File: config.mk
export PLATFORM = sky130hd
export DESIGN_NAME = chi_request_node
export DESIGN_NICKNAME = d
export VERILOG_FILES = /design/src/rtl/chi_request_node.sv
export SDC_FILE = /design/constraint.sdc
export NUM_CORES = 1
export LEC_CHECK = 0
export BUFFER_PORTS_ARGS = -buffer_cell sky130_fd_sc_hd__buf_2
export CAP_MARGIN = 20
export CORE_MARGIN = 2
export CORE_UTILIZATION = 55
export CTS_BUF_LIST = sky130_fd_sc_hd__clkbuf_2 sky130_fd_sc_hd__clkbuf_4 sky130_fd_sc_hd__clkbuf_8
export CTS_CLUSTER_SIZE = 14
export DETAILED_ROUTE_END_ITERATION = 8
export GPL_TIMING_DRIVEN = 0
export PLACE_DENSITY = 0.88
export SLEW_MARGIN = 15
export SYNTH_ARGS = -nofsm -noshare
export SYNTH_HDL_FRONTEND = slang
export SYNTH_SLANG_ARGS = --single-unit
File: constraint.sdc
create_clock -name clk -period 4.7 [get_ports clk]
set_input_delay 1.175 -clock clk [delete_from_list [all_inputs] [get_ports clk]]
set_output_delay 1.175 -clock clk [all_outputs]
set_load 0.03 [all_outputs]
File: src/rtl/chi_request_node.sv
// chi_request_node: requester-side agent between a CPU-style master and the
// CHI home node. Holds one local line (tag/data/valid); read hits complete
// locally, everything else goes to the home node as a single request pulse.
// Writes are write-through and also refresh the local line on success.
module chi_request_node #(
    parameter int unsigned TIMEOUT_CYCLES = 16,
    parameter logic [3:0]  CMD_READ       = 4'b0001,
    parameter logic [3:0]  CMD_WRITE      = 4'b0010
) (
    input  logic        clk,
    input  logic        reset,
    // CPU side
    input  logic        cpu_req_valid,
    output logic        cpu_req_ready,
    input  logic        cpu_req_write,
    input  logic [31:0] cpu_addr,
    input  logic [31:0] cpu_wdata,
    output logic        cpu_resp_valid,
    output logic [31:0] cpu_rdata,
    output logic        cpu_resp_error,
    input  logic        line_inv,
    // home-node side
    output logic [31:0] hn_addr,
    output logic [3:0]  hn_command,
    output logic [31:0] hn_write_data,
    output logic        hn_request_valid,
    input  logic [31:0] hn_read_data,
    input  logic        hn_response_valid
);

    // Last WAIT cycle index; a response in that same cycle still wins.
    localparam logic [7:0] CNT_LAST = 8'(TIMEOUT_CYCLES - 1);

    typedef enum logic [2:0] {
        S_IDLE,
        S_HIT,
        S_ISSUE,
        S_WAIT,
        S_DONE
    } state_t;

    state_t      state_q, state_d;
    logic        wr_q, wr_d;
    logic [31:0] addr_q, addr_d;
    logic [31:0] wdata_q, wdata_d;
    logic [31:0] rdata_q, rdata_d;
    logic        err_q, err_d;
    logic [7:0]  cnt_q, cnt_d;
    logic        line_vld_q, line_vld_d;
    logic [29:0] line_tag_q, line_tag_d;
    logic [31:0] line_data_q, line_data_d;

    logic        read_hit;
    logic        hn_active;

    // Hit test against the incoming request (reads only).
    always_comb begin
        read_hit = !cpu_req_write && line_vld_q && (line_tag_q == cpu_addr[31:2]);
    end

    // Next-state, request latch, local line and response data.
    always_comb begin
        state_d     = state_q;
        wr_d        = wr_q;
        addr_d      = addr_q;
        wdata_d     = wdata_q;
        rdata_d     = rdata_q;
        err_d       = err_q;
        cnt_d       = cnt_q;
        line_vld_d  = line_vld_q;
        line_tag_d  = line_tag_q;
        line_data_d = line_data_q;

        case (state_q)
            S_IDLE: begin
                if (cpu_req_valid) begin
                    wr_d    = cpu_req_write;
                    addr_d  = cpu_addr;
                    wdata_d = cpu_wdata;
                    if (read_hit) begin
                        // Capture line data now so a same-cycle invalidate
                        // cannot disturb the hit response.
                        rdata_d = line_data_q;
                        err_d   = 1'b0;
                        state_d = S_HIT;
                    end else begin
                        state_d = S_ISSUE;
                    end
                end
            end
            S_HIT: begin
                state_d = S_IDLE;
            end
            S_ISSUE: begin
                cnt_d   = '0;
                state_d = S_WAIT;
            end
            S_WAIT: begin
                if (hn_response_valid) begin
                    err_d       = 1'b0;
                    rdata_d     = wr_q ? 32'h0 : hn_read_data;
                    line_tag_d  = addr_q[31:2];
                    line_data_d = wr_q ? wdata_q : hn_read_data;
                    line_vld_d  = 1'b1;
                    state_d     = S_DONE;
                end else if (cnt_q == CNT_LAST) begin
                    err_d   = 1'b1;
                    rdata_d = 32'h0;
                    // A failed write leaves the cached copy stale.
                    if (wr_q && (line_tag_q == addr_q[31:2])) begin
                        line_vld_d = 1'b0;
                    end
                    state_d = S_DONE;
                end else begin
                    cnt_d = cnt_q + 8'd1;
                end
            end
            S_DONE: begin
                state_d = S_IDLE;
            end
            default: begin
                state_d = S_IDLE;
            end
        endcase

        // Invalidate has priority over any fill in the same cycle.
        if (line_inv) begin
            line_vld_d = 1'b0;
        end
    end

    // State and datapath registers.
    always_ff @(posedge clk or negedge reset) begin
        if (!reset) begin
            state_q     <= S_IDLE;
            wr_q        <= 1'b0;
            addr_q      <= '0;
            wdata_q     <= '0;
            rdata_q     <= '0;
            err_q       <= 1'b0;
            cnt_q       <= '0;
            line_vld_q  <= 1'b0;
            line_tag_q  <= '0;
            line_data_q <= '0;
        end else begin
            state_q     <= state_d;
            wr_q        <= wr_d;
            addr_q      <= addr_d;
            wdata_q     <= wdata_d;
            rdata_q     <= rdata_d;
            err_q       <= err_d;
            cnt_q       <= cnt_d;
            line_vld_q  <= line_vld_d;
            line_tag_q  <= line_tag_d;
            line_data_q <= line_data_d;
        end
    end

    // Outputs decoded from state; home-node fields are held through WAIT.
    always_comb begin
        hn_active        = (state_q == S_ISSUE) || (state_q == S_WAIT);
        cpu_req_ready    = (state_q == S_IDLE) && reset;
        cpu_resp_valid   = (state_q == S_HIT) || (state_q == S_DONE);
        cpu_resp_error   = (state_q == S_DONE) && err_q;
        cpu_rdata        = rdata_q;
        hn_request_valid = (state_q == S_ISSUE);
        hn_addr          = hn_active ? addr_q : 32'h0;
        hn_command       = hn_active ? (wr_q ? CMD_WRITE : CMD_READ) : 4'h0;
        hn_write_data    = (hn_active && wr_q) ? wdata_q : 32'h0;
    end

endmodule

==> reports/qor.yml <==
ant_nets: 0
yosys.area.top_type: "dfrtp_1"
use_met1: 0.365
worst_pin_slew_ps: 827
insertion_delay_ps: 470
worstPathRequired_ps: 3520
leakage_nw: 4.94
path_class: "reg -> out"
seq_power_share: 0.345
final_max_slew_viol_count: 0
die_w_um: 129
grt_pass1_wl_um: 34800
synth_seq_cells: 172
place_inst: 1104
gr-total-overflow: 0
clk_pin_slew_ps: 90
hold_ws_ps: 494
tns_ps: 0
h-tree-depth: 4
synth_edf_count: 0
clkPwrFrac: 0.144
p_sw_mw: 3.58
syn_avg_cell_area_um2: 12.5
p_comb_frac: 0.511
setup_viol: 0
synth_most_common_cell: "dfrtp_1"
vias_per_cell: 5.69
ir_drop_uv: 455
rows: 45
status: "finished clean"
hold_violations: 0
yosysSeqAreaShare: 0.499
worstPathMaxFanout: 10
dpl-instance-area_um2: 9950
ys_types: 43
fp.coreArea_um2: 15300
initialDrtViolationCount: 394
skew_ps: 15.5
gp_congestion: 0.854
timing.final.ws_setup_ps: 894
initial_core_util: 0.565
syn_to_final_growth_pct: 20.6
cts_resized: 0
cts_sinks: 172
cts_tree: "done"
dieArea_um2: 16700
ios: 206
post-dp-hpwl_um: 16100
synth.top_cells.by_count: "dfrtp_1, mux2_2, xor2_1, nand2_1, and2_1"
yosysWarnings: 0
wire_per_inst_um: 19.6
pre_cts_slack_ps: 1000
synth_top_area_share: 0.499
antenna_found_initial: 4
max_freq_mhz: 263
num_vias: 6482
wl_um: 22300
layout_worst_path_cycle_share: 0.810
hold_buffers: 0
cts_root_buf: "clkbuf_8"
port_buffers: 203
hold_path_class: "reg -> reg"
intPower_mw: 4.54
cts_buffers: 17
p_sw_frac: 0.441
synth_area_leaders: "dfrtp_1, mux2_2, a221oi_2"
drive_above_1_share: 0.446
final_cells: 1139
cp-end-kind: "primary output"
final_nets: 1015
synth-async-reset-ratio: 1.00
first_pass_iters: 5
fillers: 1117
die_h_um: 129
syn_inst: 688
final_area_um2: 10400
cap_violations: 0
rsz0062_at_grt: "false"
critPathLaunchType: "register"
grt_util_met3: 0.0524
arrival_ps: 2630
synthFlopType: "dfrtp_1"
grt_max_degree: 103
met2_usage: 0.450
grt.total_usage: 0.273
slew-limit-headroom: 0.449
top_usage_layer: "met2"
clockBufferDepth: 2
power.density_nw_per_um2: 781
postCtsSetupRepairBufs: 0
min_period_ps: 3810
synth_area_um2: 8620
remaining_drc_errors: 0
grt_pass1_vias: 6355
[cells by family (layout without fill, tap and decap cells)]
group / Yosys count / count (layout) / share of synthesized area
mux: 127 / 127 / 0.161
xor+xnor: 66 / 66 / 0.0670
simple gates: 157 / 157 / 0.101
flops: 172 / 172 / 0.499
other cells: 1 / 5 / 0.000435
compound gates: 109 / 109 / 0.137
buf+inv: 55 / 291 / 0.0331
fa+ha+maj: 1 / 1 / 0.00145
[flip-flops by register name (all words and copies together) (netlist names)]
register / flops
wdata_q: 32
cnt_q: 8
line_vld_q: 1
line_tag_q: 30
line_data_q: 32
err_q: 1
cpu_rdata: 32
state_q: 3
wr_q: 1
addr_q: 32
[worst paths after layout]
check	start	slack (ps)	cells past startpoint	end
worst max-delay path	wr_q	890	5	hn_write_data[23]
worst min-delay path	line_data_q[24]	490	2	line_data_q[24]
worst max register to register	line_tag_q[18]	1810	6	cpu_rdata[7]
worst min register to register	line_data_q[24]	490	2	line_data_q[24]
max in group asynchronous	reset	3160	2	line_data_q[21]
min in group asynchronous	reset	670	1	line_data_q[9]
[power groups by stage]
stage | Sequential, mW | Combinational (mW) | Clock (mW)
after floorplan | 2.96 | 2.81 | 0
after global placement | 2.78 | 4.03 | 0
after detailed placement | 2.82 | 4.12 | 0
after CTS | 2.79 | 4.16 | 1.17
after global routing | 2.90 | 4.43 | 1.24
final | 2.80 | 4.15 | 1.17
[stage by stage]
stage | utilization | power (mW)
floorplan | - | 5.77
global placement | 0.649 | 6.80
detailed placement | 0.652 | 6.95
CTS | 0.681 | 8.13
global route | 0.682 | 8.56
finish | 0.682 | 8.12
[routing by layer]
| layer | up-vias | part of all wire |
|---|---|---|
| li1 | 2946 | - |
| met3 | 42 | 0.068 |
| met1 | 3221 | 0.43 |
| met2 | 271 | 0.49 |
| met4 | 2 | 0.020 |
| met5 | - | 0.00031 |
[critical path: stages (launching register included)]
cell      delay [ps]
dfrtp_1          330
clkbuf_1         250
clkbuf_1         600
clkbuf_1         510
and3_1           260
buf_2            200
[cells in the final DEF (no fill, tap or decap), types with 3 or more instances in the layout]
| cell | netlist | final |
|---|---|---|
| a221oi_1 | 4 | 4 |
| a221oi_2 | 29 | 29 |
| a2bb2oi_1 | 4 | 4 |
| a2bb2oi_2 | 29 | 29 |
| and2_1 | 36 | 36 |
| and3_1 | 33 | 33 |
| buf_1 | 3 | 3 |
| buf_12 | 3 | 3 |
| buf_2 | 12 | 214 |
| bufinv_16 | 0 | 4 |
| clkbuf_1 | 30 | 30 |
| clkbuf_8 | 0 | 18 |
| clkinvlp_4 | 0 | 5 |
| dfrtp_1 | 172 | 172 |
| diode_2 | 0 | 3 |
| inv_1 | 4 | 4 |
| mux2_2 | 95 | 95 |
| mux2i_1 | 32 | 32 |
| nand2_1 | 37 | 37 |
| nand3_1 | 4 | 4 |
| nand4_1 | 7 | 7 |
| nor2_1 | 10 | 10 |
| nor3_1 | 7 | 7 |
| nor4_1 | 12 | 12 |
| o21ai_0 | 35 | 35 |
| xnor2_1 | 21 | 21 |
| xor2_1 | 45 | 45 |
[area by class of cell]
class | count | area (um^2) | share of cell area
clock inverter | 12 | 186 | 0.0179
sequential | 172 | 4300 | 0.414
multi-input combinational | 462 | 4040 | 0.388
timing repair buffer | 204 | 1050 | 0.101
antenna | 3 | 7.51 | 0.000722
buffer | 51 | 270 | 0.0260
inverter | 4 | 15.0 | 0.00144
tap | 211 | 264 | 0.0254
clock buffer | 20 | 263 | 0.0253
No activity file was read; power rests on OpenSTA's default activity.
